File: src/rtl/substitution_layer_iter.sv
// ---------------------------------------------------------------------------
// substitution_layer_iter
//
// Iterative ASCON substitution layer. Applies the 5-bit ASCON S-box to all
// 64 bit-columns of the 320-bit permutation state, NUM_SBOX columns per
// clock. Sits between constant addition and linear diffusion.
//
// Handshake: a transfer happens on a rising edge where valid and ready are
// both high. o_ready and o_valid are decoded from the FSM state only, so they
// never depend combinationally on i_valid or i_ready. o_state is stable while
// o_valid is high and the result has not been taken.
//
// Ports:
//   clock     in   1    system clock, rising edge
//   reset_n   in   1    asynchronous active-low reset
//   i_clear   in   1    synchronous abort back to IDLE (register is held)
//   i_valid   in   1    upstream state valid
//   o_ready   out  1    block can accept a state (IDLE only)
//   i_state   in   320  input state, word xk = i_state[64k+63:64k]
//   o_valid   out  1    substituted state available (DONE only)
//   i_ready   in   1    downstream accepts the result
//   o_state   out  320  substituted state, same packing as i_state
//   o_busy    out  1    high while columns are being substituted
// ---------------------------------------------------------------------------
module substitution_layer_iter #(
    parameter int NUM_SBOX = 8
) (
    input  logic         clock,
    input  logic         reset_n,
    input  logic         i_clear,
    input  logic         i_valid,
    output logic         o_ready,
    input  logic [319:0] i_state,
    output logic         o_valid,
    input  logic         i_ready,
    output logic [319:0] o_state,
    output logic         o_busy
);

    localparam int NUM_ITER = 64 / NUM_SBOX;
    localparam int CNT_W    = (NUM_ITER > 1) ? $clog2(NUM_ITER) : 1;
    localparam int GRP_SH   = $clog2(NUM_SBOX);
    localparam logic [CNT_W-1:0] CNT_LAST = CNT_W'(NUM_ITER - 1);

    // Only power-of-two group sizes tile the 64 columns exactly.
    generate
        if (!(NUM_SBOX == 1  || NUM_SBOX == 2  || NUM_SBOX == 4 ||
              NUM_SBOX == 8  || NUM_SBOX == 16 || NUM_SBOX == 32 ||
              NUM_SBOX == 64)) begin : g_bad_num_sbox
            $error("substitution_layer_iter: NUM_SBOX must be 1,2,4,8,16,32 or 64");
        end
    endgenerate

    // Word k of the state is data[k]; column j of word k is data[k][j].
    typedef logic [4:0][63:0] state_t;

    typedef enum logic [1:0] {
        ST_IDLE = 2'd0,
        ST_BUSY = 2'd1,
        ST_DONE = 2'd2
    } fsm_t;

    fsm_t             fsm_q, fsm_d;
    logic [CNT_W-1:0] cnt_q, cnt_d;
    state_t           data_q, data_d;

    logic [5:0]                    grp_base;
    logic [NUM_SBOX-1:0][5:0]      col;
    logic [NUM_SBOX-1:0][4:0]      sb_in;
    logic [NUM_SBOX-1:0][4:0]      sb_out;
    state_t                        data_sub;

    function automatic logic [4:0] sbox5(input logic [4:0] x);
        logic [4:0] y;
        case (x)
            5'h00: y = 5'h04;  5'h01: y = 5'h0b;  5'h02: y = 5'h1f;  5'h03: y = 5'h14;
            5'h04: y = 5'h1a;  5'h05: y = 5'h15;  5'h06: y = 5'h09;  5'h07: y = 5'h02;
            5'h08: y = 5'h1b;  5'h09: y = 5'h05;  5'h0a: y = 5'h08;  5'h0b: y = 5'h12;
            5'h0c: y = 5'h1d;  5'h0d: y = 5'h03;  5'h0e: y = 5'h06;  5'h0f: y = 5'h1c;
            5'h10: y = 5'h1e;  5'h11: y = 5'h13;  5'h12: y = 5'h07;  5'h13: y = 5'h0e;
            5'h14: y = 5'h00;  5'h15: y = 5'h0d;  5'h16: y = 5'h11;  5'h17: y = 5'h18;
            5'h18: y = 5'h10;  5'h19: y = 5'h0c;  5'h1a: y = 5'h01;  5'h1b: y = 5'h19;
            5'h1c: y = 5'h16;  5'h1d: y = 5'h0a;  5'h1e: y = 5'h0f;  default: y = 5'h17;
        endcase
        return y;
    endfunction

    // First column of the active group. NUM_SBOX is a power of two, so the
    // group offset is a shift and the low GRP_SH bits are always zero.
    assign grp_base = 6'(cnt_q) << GRP_SH;

    for (genvar s = 0; s < NUM_SBOX; s++) begin : g_sbox
        assign col[s]    = grp_base | 6'(s);
        // x0 is the MSB of the S-box input.
        assign sb_in[s]  = {data_q[0][col[s]], data_q[1][col[s]], data_q[2][col[s]],
                            data_q[3][col[s]], data_q[4][col[s]]};
        assign sb_out[s] = sbox5(sb_in[s]);
    end

    // Register image with the active group replaced; other columns hold.
    always_comb begin
        data_sub = data_q;
        for (int s = 0; s < NUM_SBOX; s++) begin
            data_sub[0][col[s]] = sb_out[s][4];
            data_sub[1][col[s]] = sb_out[s][3];
            data_sub[2][col[s]] = sb_out[s][2];
            data_sub[3][col[s]] = sb_out[s][1];
            data_sub[4][col[s]] = sb_out[s][0];
        end
    end

    always_comb begin
        fsm_d  = fsm_q;
        cnt_d  = cnt_q;
        data_d = data_q;
        if (i_clear) begin
            // Abort wins over every transition; the register keeps its value.
            fsm_d = ST_IDLE;
            cnt_d = '0;
        end else begin
            case (fsm_q)
                ST_IDLE: begin
                    if (i_valid) begin
                        data_d = i_state;
                        cnt_d  = '0;
                        fsm_d  = ST_BUSY;
                    end
                end
                ST_BUSY: begin
                    data_d = data_sub;
                    if (cnt_q == CNT_LAST) begin
                        cnt_d = '0;
                        fsm_d = ST_DONE;
                    end else begin
                        cnt_d = cnt_q + CNT_W'(1);
                    end
                end
                ST_DONE: begin
                    if (i_ready) begin
                        fsm_d = ST_IDLE;
                    end
                end
                default: begin
                    fsm_d = ST_IDLE;
                    cnt_d = '0;
                end
            endcase
        end
    end

    always_ff @(posedge clock or negedge reset_n) begin
        if (!reset_n) begin
            fsm_q  <= ST_IDLE;
            cnt_q  <= '0;
            data_q <= '0;
        end else begin
            fsm_q  <= fsm_d;
            cnt_q  <= cnt_d;
            data_q <= data_d;
        end
    end

    assign o_ready = (fsm_q == ST_IDLE);
    assign o_valid = (fsm_q == ST_DONE);
    assign o_busy  = (fsm_q == ST_BUSY);
    assign o_state = data_q;

endmodule

File: config.mk
export PLATFORM = sky130hd
export DESIGN_NAME = substitution_layer_iter
export DESIGN_NICKNAME = d
export VERILOG_FILES = /design/src/rtl/substitution_layer_iter.sv
export SDC_FILE = /design/constraint.sdc
export NUM_CORES = 1
export LEC_CHECK = 0
export ABC_AREA = 1
export CORE_UTILIZATION = 25
export DETAILED_ROUTE_END_ITERATION = 6
export PLACE_DENSITY = 0.5
export SYNTH_ARGS = -nofsm -noshare
export SYNTH_HDL_FRONTEND = slang
export SYNTH_SLANG_ARGS = --single-unit
export TNS_END_PERCENT = 10
File: constraint.sdc
create_clock -name clock -period 3.65 [get_ports clock]
set_input_delay 0.5475 -clock clock [delete_from_list [all_inputs] [get_ports clock]]
set_output_delay 0.5475 -clock clock [all_outputs]
set_load 0.02 [all_outputs]
After elaboration in Yosys (flattened, before gate mapping)
Memory sizes are Yosys's and may differ from the RTL's.
Index checks and enable logic that the tools add are counted.
{ "op_classes": {"n_lt_le_gt_ge": 16, "addsub": 1, "n_reduce_logical": 13, "bitwise": 1, "n_eq_ne": 8, "mux": 147} }
{ "op_table": {"columns": ["operator", "n"], "rows": [
  ["bitwise mux 64 bit", 40],
  ["case mux 320 bit (2 select lines)", 1],
  ["two-way mux 320 bit", 1],
  ["binary-select mux 1 bit (select 3 bit)", 40],
  ["< comparator 6 x 7 -> 1 bit (second input constant)", 8],
  [">= comparator 6 x 1 -> 1 bit (second input constant)", 8],
  ["two-way mux 1 bit", 48],
  ["demux 1 bit (select 3 bit)", 8],
  ["two-way mux 3 bit", 3],
  ["case mux 3 bit (3 select lines)", 1],
  ["logical AND 1 bit", 8],
  ["two-way mux 2 bit", 4],
  ["!= test 3 x 2 -> 1 bit (second input constant)", 2],
  ["case mux 2 bit (3 select lines)", 1],
  ["AND reduction 3 bit", 2],
  ["!= test 2 bit (second input constant)", 2],
  ["adder 3 x 1 -> 3 bit (second input constant)", 1],
  ["equality test 3 bit (second input constant)", 1],
  ["!= test 3 bit (second input constant)", 1],
  ["equality test 2 x 1 -> 1 bit (second input constant)", 1],
  ["equality test 2 bit (second input constant)", 1],
  ["zero test 2 bit", 1],
  ["AND reduction 2 bit", 1],
  ["nonzero test 2 bit", 1],
  ["inverter 1 bit", 1]
]} }
{ "totals": {"memories": 8, "ff_bits": 325, "word_cells": 201, "romBits": 1280, "output_inout_bits": 323} }
{ "memory_table": {"columns": ["memory", "depth", "width", "read_ports", "rd_ports_with_merged_regs", "wr", "line", "source"], "rows": [
  ["(no name shown)", 32, 5, 1, 0, 0, "75", "case (x)"],
  ["(no name shown)", 32, 5, 1, 0, 0, "75", null],
  ["(no name shown)", 32, 5, 1, 0, 0, "75", null],
  ["(no name shown)", 32, 5, 1, 0, 0, "75", null],
  ["(no name shown)", 32, 5, 1, 0, 0, "75", null],
  ["(no name shown)", 32, 5, 1, 0, 0, "75", null],
  ["+2 memories", null, null, null, null, null, null, null]
]} }

Longest topological paths before layout
Gate-level depths: netlist (run 1).
{ "logic_depth": {"ltp_word": 13, "ltp_mapped": 19} }

Least setup slack after synthesis (run 1)
OpenSTA, ideal clock, no wires.
{ "synth_timing": {"path_type": "flip-flop to flip-flop", "start": "reg cnt_q[0]", "end": "reg data_q (netlist bit o_state[105])", "period_less_slack_ns": 2.342, "path_stages_with_launch": 19, "path_slack_ns": 1.308, "arrival_time_ns": 2.220, "cell_sequence": "dfrtp_1 -> buf_6 -> inv_4 -> buf_6 -> buf_6 -> buf_6 -> nand2_1 -> nand2_1 -> nand2_1 -> nand2_1 -> nand2_1 -> nand2_1 -> inv_1 -> ha_1 -> nand3_1 -> nand3_1 -> nand3_2 -> nand3_1 -> a21oi_1"} }
{ "synth_via": {"elab_chain_cells": 12, "word_cells_on_any_way": 102, "cone_classes": "2 x order compare; 91 x mux; 1 x reduce/logical; 8 x memory"} }
{ "synth_lines": {"columns": ["element", "line", "source"], "rows": [
  ["from (decl)", "64", "logic [CNT_W-1:0] cnt_q, cnt_d;"],
  ["from (signal assigned)", "158", "cnt_q <= cnt_d;"],
  ["binary-select mux 1 bit (select 3 bit), or another cell as far along", "96", "data_q[3][col[s]], data_q[4][col[s]]};"],
  ["two-way mux 1 bit (not written as such), or another cell as far along", "96", null],
  ["memory read (32 x 5 bit) / two-way mux 1 bit (equally long branches)", null, null],
  ["bitwise mux 64 bit / demux 1 bit (select 3 bit) (equally long branches)", "105", "data_sub[1][col[s]] = sb_out[s][3];"],
  ["bitwise mux 64 bit (6 in a row)", "105", null],
  ["bitwise mux 64 bit *", "105", null],
  ["case mux 320 bit (2 select lines) *", "121", "case (fsm_q)"],
  ["to (signal assigned)", "159", "data_q <= data_d;"],
  ["to (decl)", "65", "state_t data_q, data_d;"]
]} }
Mark *: on every way between the ends. The rest lies on a longest branch, timed or not. The select of a mux whose other input is x is not followed.
A chain may end at the register's enable or synchronous reset.

Final worst setup path (run 1)
{ "layout_timing": {"start": "reg cnt_q[0]", "end": "reg data_q (netlist bit o_state[108])"} }
{ "layout_via": {"elab_chain_cells": 12, "word_cells_on_any_way": 102, "cone_classes": "2 x order compare; 91 x mux; 1 x reduce/logical; 8 x memory"} }
{ "layout_lines": {"columns": ["element", "line"], "rows": [
  ["binary-select mux 1 bit (select 3 bit) (on tied branches)", "96, 95"],
  ["two-way mux 1 bit (on tied branches)", "96, 95"],
  ["memory read (32 x 5 bit)", null],
  ["bitwise mux 64 bit (7 in a row)", "105"],
  ["bitwise mux 64 bit *", "105"],
  ["case mux 320 bit (2 select lines) *", "121"]
]} }
Marked as above.

==> results of run 1 <==
[registers in the layout, indices dropped and copies added (netlist names)]
signal / count
fsm_q: 2
o_state: 320
cnt_q: 3
[cell families after synthesis]
group / count (synthesis) / share of synthesized area
DFF: 325 / 0.395
xor gates and xnor gates: 8 / 0.0107
and+or+nand+nor: 1625 / 0.332
adders and majority gates: 18 / 0.0110
AOI/OAI and AO/OA: 746 / 0.190
buffers and inverters: 278 / 0.0603
[critical path: cells and delay by family (launching register included)]
kind                     cells  cell delay [ns]
AND/OR/NAND/NOR             10             1.42
buffers and inverters        3             0.49
adder cells (fa/ha/maj)      1             0.41
flip-flops                   1             0.53
AO/OA/AOI/OAI                1             0.08
[power by group]
group | switching, uW | internal (uW)
sequential | 2170 | 5470
clock | 1860 | 2560
combinational | 16900 | 7850
total | 20900 | 15900
[cell usage after synthesis, types with 15 or more instances]
master	instances	area (sq um)
nand3_1	169	846
buf_2	32	160
dfrtp_1	325	8130
nand3_2	35	350
nand2_2	38	238
o21ai_0	15	75.1
nand4_1	51	319
inv_2	25	93.8
buf_6	16	180
a21oi_1	641	3210
nor2_1	402	1510
ha_1	18	225
o211ai_1	64	480
o21ai_1	18	90.1
inv_1	49	184
clkbuf_1	134	503
nand2_1	916	3440
[worst paths after layout]
path	slack [ns]	to	start	cells after the start
max reg2reg	0.56	o_state[108]	cnt_q[0]	15
min	0.56	o_state[0]	o_state[0]	2
min in group asynchronous	0.59	o_state[98]	reset_n	2
max in group asynchronous	2.07	o_state[283]	reset_n	3
max	0.56	o_state[108]	cnt_q[0]	15
min reg2reg	0.56	o_state[0]	o_state[0]	2
[metal layers]
| layer | track usage | up-vias | part of all wire |
|---|---|---|---|
| met3 | 0.0500 | 232 | 0.069 |
| li1 | - | 11100 | - |
| met1 | 0.385 | 12000 | 0.42 |
| met5 | 0 | - | 0.00046 |
| met4 | 0.101 | 8 | 0.036 |
| met2 | 0.493 | 1178 | 0.48 |
[through the flow]
step,worst slack [ns],total power (uW),util,area [sq um]
finish,0.560,36800,0.369,29800
global route,0.275,38900,0.369,29800
CTS,0.545,36800,0.369,29800
detailed placement,0.561,32300,0.351,28400
global placement,0.612,32200,0.351,28400
floorplan,1.31,20200,-,20600
[cell type report]
| cell class | count | area, sq um | area share |
|---|---|---|---|
| inverter | 75 | 295 | 0.00989 |
| sequential | 325 | 8140 | 0.273 |
| clock buffer | 66 | 1310 | 0.0440 |
| clock inverter | 12 | 135 | 0.00453 |
| antenna | 2 | 5.00 | 0.000168 |
| multi-input combinational | 2397 | 11300 | 0.378 |
| timing repair buffer | 721 | 7340 | 0.246 |
| tap | 1060 | 1330 | 0.0444 |
==> results by group, run 1 <==
Finish
  • Commonest non-fill, non-tap cell in the layout: nand2_1
  • Filler Cell Count: 8,698
  • Nets: 3,906
  • Non-Filler Instances: 4,658
  • Most frequent cells in the layout: 911 x nand2_1, 646 x clkdlybuf4s50_1, 639 x a21oi_1
  • Share of cells above drive strength 1: 0.0806
  • Area growth from synthesis to layout: 45.2%

CTS
  • CTS clk-pin slew, worst paths: 0.06 ns
  • Clock Tree Root: clkbuf_16
  • Cts bufs inserted: 43
  • Longest Clk Path Bufs: 3
  • Postcts setup bufs: 0
  • Cts hold-fix bufs: 1
  • Clk sink count: 325
  • TritonCTS clock tree: done
  • Worst-Skew Late Latency: 0.60 ns
  • H-tree levels: 2
  • Resized cells post-CTS: 0

Yosys
  • Mapped cell area: 0.0206 sq mm
  • Synth Register Bits: 325
  • Sequential area share after synthesis: 0.395
  • Top_reg_cell synth: dfrtp_1
  • Synth Net Count: 3,343
  • Post-synth EDFFs: 0
  • Distinct cells, synth: 33
  • Synthesized instance count: 3,000
  • Post-synth ARST share: 1.00
  • Syn. warnings: 0
  • Post-Syn Area per Cell: 6.85 sq um

Run status
  • Status: complete, no violations

Route
  • Antenna Nets Post-Route: 0
  • Routed WL: 127 mm
  • Initial drt markers: 2,081
  • DRT Pass-1 Iters: 6
  • Post-DR vias/cell: 5.25
  • # DRC: 0
  • Vias: 24,500
  • Routed WL per cell: 27.2 um

Critical path
  • Largest stage delay, worst path: 0.53 ns
  • Startpoint types: flip-flop
  • Cell chain of the critical path: inv_6 -> buf_12 -> nand2_1 -> nand2_1 -> nand2_1 -> nand2_1 -> nand2_1 -> nand2_1 -> inv_2 -> ha_1 -> nand3_1 -> nand3_1 -> nand3_2 -> nand3_1 -> a21oi_1
  • Critical Path RT: 4.11 ns
  • CP max stage cell: dfrtp_4
  • CP Max Fanout: 59
  • CP endpoint kind: flip-flop
  • Most used cell, CP: nand2_1
  • CP Class: flip-flop to flip-flop
  • CP arrival: 3.55 ns

Place
  • RD Place Congestion: 0.872
  • IO buf count: 647
  • Final HPWL DP: 91.4 mm
  • Dpl cells: 4,577

Pwr
  • Worst IR Drop VDD: 0.735 mV
  • PwrDens: 1230 mW/mm^2
  • Leakage: 0.0126 uW

Global route
  • Largest net degree at the start of global routing: 118
  • First-pass GRT wire length: 178 mm
  • Vias in the first global route: 24,400
  • Gr usage total: 0.296
  • GR Overflow Total: 0
  • Antenna violations before repair: 7

Timing
  • Worst slew margin: 0.422
  • Final setup viols: 0
  • Setup TNS: 0 ns
  • Unrepaired setup endpoints after global routing: no
  • Highest clock rate: 324 MHz
  • Worst slew pin tran: 0.867 ns
  • Hold Slack: 0.558 ns
  • Final Hold Fails: 0
  • Fin crit period: 3.09 ns
  • Max Slew Vio Count: 0
  • Period utilisation layout: 0.846
  • Post-Route Skew: 0.0318 ns

Die
  • # rows: 104
  • Die area: 0.0834 sq mm
  • DIE HEIGHT: 289 um
  • Die Width: 289 um
  • Core area: 0.0809 sq mm
  • Initial Util: 0.254
  • Boundary Pins: 648

Min path
  • Hold Path Class: flip-flop to flip-flop

Run
  • Max-cap viol count: 0
Note: power is estimated with default switching activity, not from simulation.
==> run 2, diff against run 1 <==
--- a/config.mk
+++ b/config.mk
@@ -8,7 +8,7 @@
 export ABC_AREA = 1
 export CORE_UTILIZATION = 25
 export DETAILED_ROUTE_END_ITERATION = 6
-export PLACE_DENSITY = 0.5
+export PLACE_DENSITY = 0.52
 export SYNTH_ARGS = -nofsm -noshare
 export SYNTH_HDL_FRONTEND = slang
 export SYNTH_SLANG_ARGS = --single-unit
==> constraint.sdc (replaced) <==
create_clock -name clock -period 2.7 [get_ports clock]
set_input_delay 0.405 -clock clock [delete_from_list [all_inputs] [get_ports clock]]
set_output_delay 0.405 -clock clock [all_outputs]
set_load 0.02 [all_outputs]
==> run 2 against run 1 <==
Net effect: the run now ends with DRC left; clock skew rose by 0.0017 ns; largest power group unchanged; clock power rose by 36%; sequential share of layout area fell by 1.8 points; die area did not move; non-clock buffer count rose by 127; critical path type unchanged.
==> results by group, run 2 (same netlist as run 1, synthesis figures left out) <==
CTS
  • CTS clk-pin slew, worst paths: 0.06 ns (about the same)
  • Clock Tree Root: clkbuf_16 (unchanged)
  • Clk sink count: 325 (unchanged)
  • Cts bufs inserted: 42 (was 43)
  • Longest Clk Path Bufs: 3 (unchanged)
  • TritonCTS clock tree: done (unchanged)
  • Worst-Skew Late Latency: 0.59 ns (was 0.60 ns)
  • H-tree levels: 2 (unchanged)

Critical path
  • CP arrival: 3.13 ns (was 3.55 ns)
  • R2R setup slack: 0.07 ns (was 0.56 ns)
  • CP Max Fanout: 23 (was 59)
  • CP endpoint kind: flip-flop (unchanged)
  • Critical Path RT: 3.20 ns (was 4.11 ns)
  • CP Class: flip-flop to flip-flop (unchanged)
  • Startpoint types: flip-flop (unchanged)

Route
  • Met3 Routed Length: 9.35 mm (was 8.80 mm)
  • Routed WL per cell: 27.0 um (was 27.2 um)
  • Antenna Nets Post-Route: 0 (unchanged)
  • # DRC: 2 (was 0)
  • Initial drt markers: 2,448 (was 2,081)
  • DRT Pass-1 Iters: 7 (was 6)
  • Met2 WL: 61.6 mm (was 60.7 mm)
  • Routed WL: 129 mm (was 127 mm)
  • Vias: 25,300 (was 24,500)
  • Post-DR vias/cell: 5.29 (was 5.25)
  • Sum of routed wire segments on met1: 53.1 mm (was 52.6 mm)
  • Top sig layer: met5 (unchanged)

Min path
  • Hold Path Class: input port to async pin (was flip-flop to flip-flop)

Die
  • Die Width: 289 um (unchanged)
  • Die area: 0.0834 sq mm (unchanged)
  • DIE HEIGHT: 289 um (unchanged)
  • Core area: 0.0809 sq mm (unchanged)
  • # rows: 104 (unchanged)
  • Boundary Pins: 648 (unchanged)
  • Initial Util: 0.254 (unchanged)

Timing
  • Final setup viols: 0 (unchanged)
  • Final setup margin: 0.0677 ns (was 0.560 ns)
  • Period utilisation layout: 0.975 (was 0.846)
  • Worst slew pin tran: 0.567 ns (was 0.867 ns)
  • Fin crit period: 2.63 ns (was 3.09 ns)
  • Post-Route Skew: 0.0335 ns (was 0.0318 ns)
  • Max Slew Vio Count: 0 (unchanged)
  • Highest clock rate: 380 MHz (was 324 MHz)
  • Worst slew margin: 0.622 (was 0.422)
  • Unrepaired setup endpoints after global routing: yes (was no)
  • Final Hold Fails: 0 (unchanged)

Place
  • RD Place Congestion: 0.899 (was 0.872)
  • Area after DPL: 0.0299 sq mm (was 0.0284 sq mm)
  • Pre-CTS setup slack: -0.0197 ns (was 0.561 ns)
  • IO buf count: 647 (unchanged)
  • Final HPWL DP: 93.6 mm (was 91.4 mm)

Finish
  • Commonest non-fill, non-tap cell in the layout: nand2_1 (unchanged)
  • Nets: 4,032 (was 3,906)
  • Share of cells above drive strength 1: 0.124 (was 0.0806)
  • Design Area, Final: 0.0320 sq mm (was 0.0298 sq mm)
  • Max reg flops: 320 (unchanged)
  • Most frequent cells in the layout: 884 x nand2_1, 646 x clkdlybuf4s50_1, 633 x a21oi_1 (was 911 x nand2_1, 646 x clkdlybuf4s50_1, 639 x a21oi_1)
  • Area growth from synthesis to layout: 55.4% (was 45.2%)

Run status
  • Status: complete, but fails checks (was complete, no violations)
  • Violated checks: DRC

Pwr
  • PwrDens: 1760 mW/mm^2 (was 1230 mW/mm^2)
  • Leakage: 0.0136 uW (was 0.0126 uW)
  • Worst IR Drop VDD: 0.877 mV (was 0.735 mV)

Global route
  • Antenna violations before repair: 9 (was 7)
  • Gr usage total: 0.295 (was 0.296)
  • GR Overflow Total: 0 (unchanged)
  • First-pass GRT wire length: 177 mm (was 178 mm)
  • Largest net degree at the start of global routing: 75 (was 118)
  • Vias in the first global route: 24,800 (was 24,400)

Run
  • Max-cap viol count: 0 (unchanged)
## run 2: cell types whose count changed in the layout (fill, tap and decap cells not counted), sizes merged
cell and change:
buf +122, bufinv +3, clkbuf +2, clkinvlp -1, diode +3
## run 2: path summary, 6_finish.rpt
| kind | from | end | cells past startpoint |
|---|---|---|---|
| min reg2reg | o_state[75] | o_state[75] | 2 |
| min | reset_n | o_state[104] | 2 |
| max in group asynchronous | reset_n | o_state[294] | 3 |
| max reg2reg | cnt_q[0] | o_state[228] | 17 |
| min in group clock | i_ready | fsm_q[1] | 2 |
| max | cnt_q[0] | o_state[228] | 17 |
## run 2: stage by stage
step                      setup TNS, ns  hold WS (ns)  utilization  power (uW)  std cells
after floorplan                       0         0.109            -       27300       3000
after global placement         -0.00616         0.366        0.370       48200       4693
after detailed placement         -0.124         0.364        0.370       48300       4693
after CTS                      -0.00485         0.344        0.388       54600       4771
after global routing             -0.180         0.369        0.395       58900       4786
final                                 0         0.363        0.395       56100       4787
## run 2: per-layer routing
layer / global-route usage / vias up
li1: - / 11400
met1: 0.380 / 12400
met2: 0.491 / 1262
met3: 0.0479 / 268
met4: 0.119 / 6
met5: 0 / -
## run 2: where the power goes
| part | switching [uW] | internal (uW) |
|---|---|---|
| sequential | 2960 | 7390 |
| clock | 2460 | 3560 |
| combinational | 24300 | 15400 |
## run 2: final cells by class
class                   count  area, sq um
fillers                  8520        49000
multi-input cells        2397        11600
diodes                      5         12.5
clock buffers              63         1240
clock inverters            14          195
well taps                1060         1330
inverters                  75          303
flip-flops and latches    325         8140
repair buffers            848         9130
## run 2: worst max-delay path, cell delays in order (launching register included)
cell,delay (ns)
dfrtp_4,0.56
clkinv_8,0.12
buf_12,0.17
buf_12,0.11
clkbuf_16,0.20
nand2_1,0.07
nand2_1,0.06
nand2_1,0.09
nand2_1,0.11
nand2_1,0.08
nand2_2,0.13
inv_2,0.06
nand2_1,0.10
nand2_4,0.10
xnor2_4,0.17
buf_12,0.16
nand2_1,0.05
a21oi_1,0.14
## run 2: timing repair
action | CTS | global route
hold buffers | 1 | 0
setup buffers | 0 | 6
cloned | 0 | 5
resized for setup | 7 | 76
pin swaps | 0 | 10
endpoints found under the setup margin | 33 | 248
hold endpoints to repair | 37 | 0
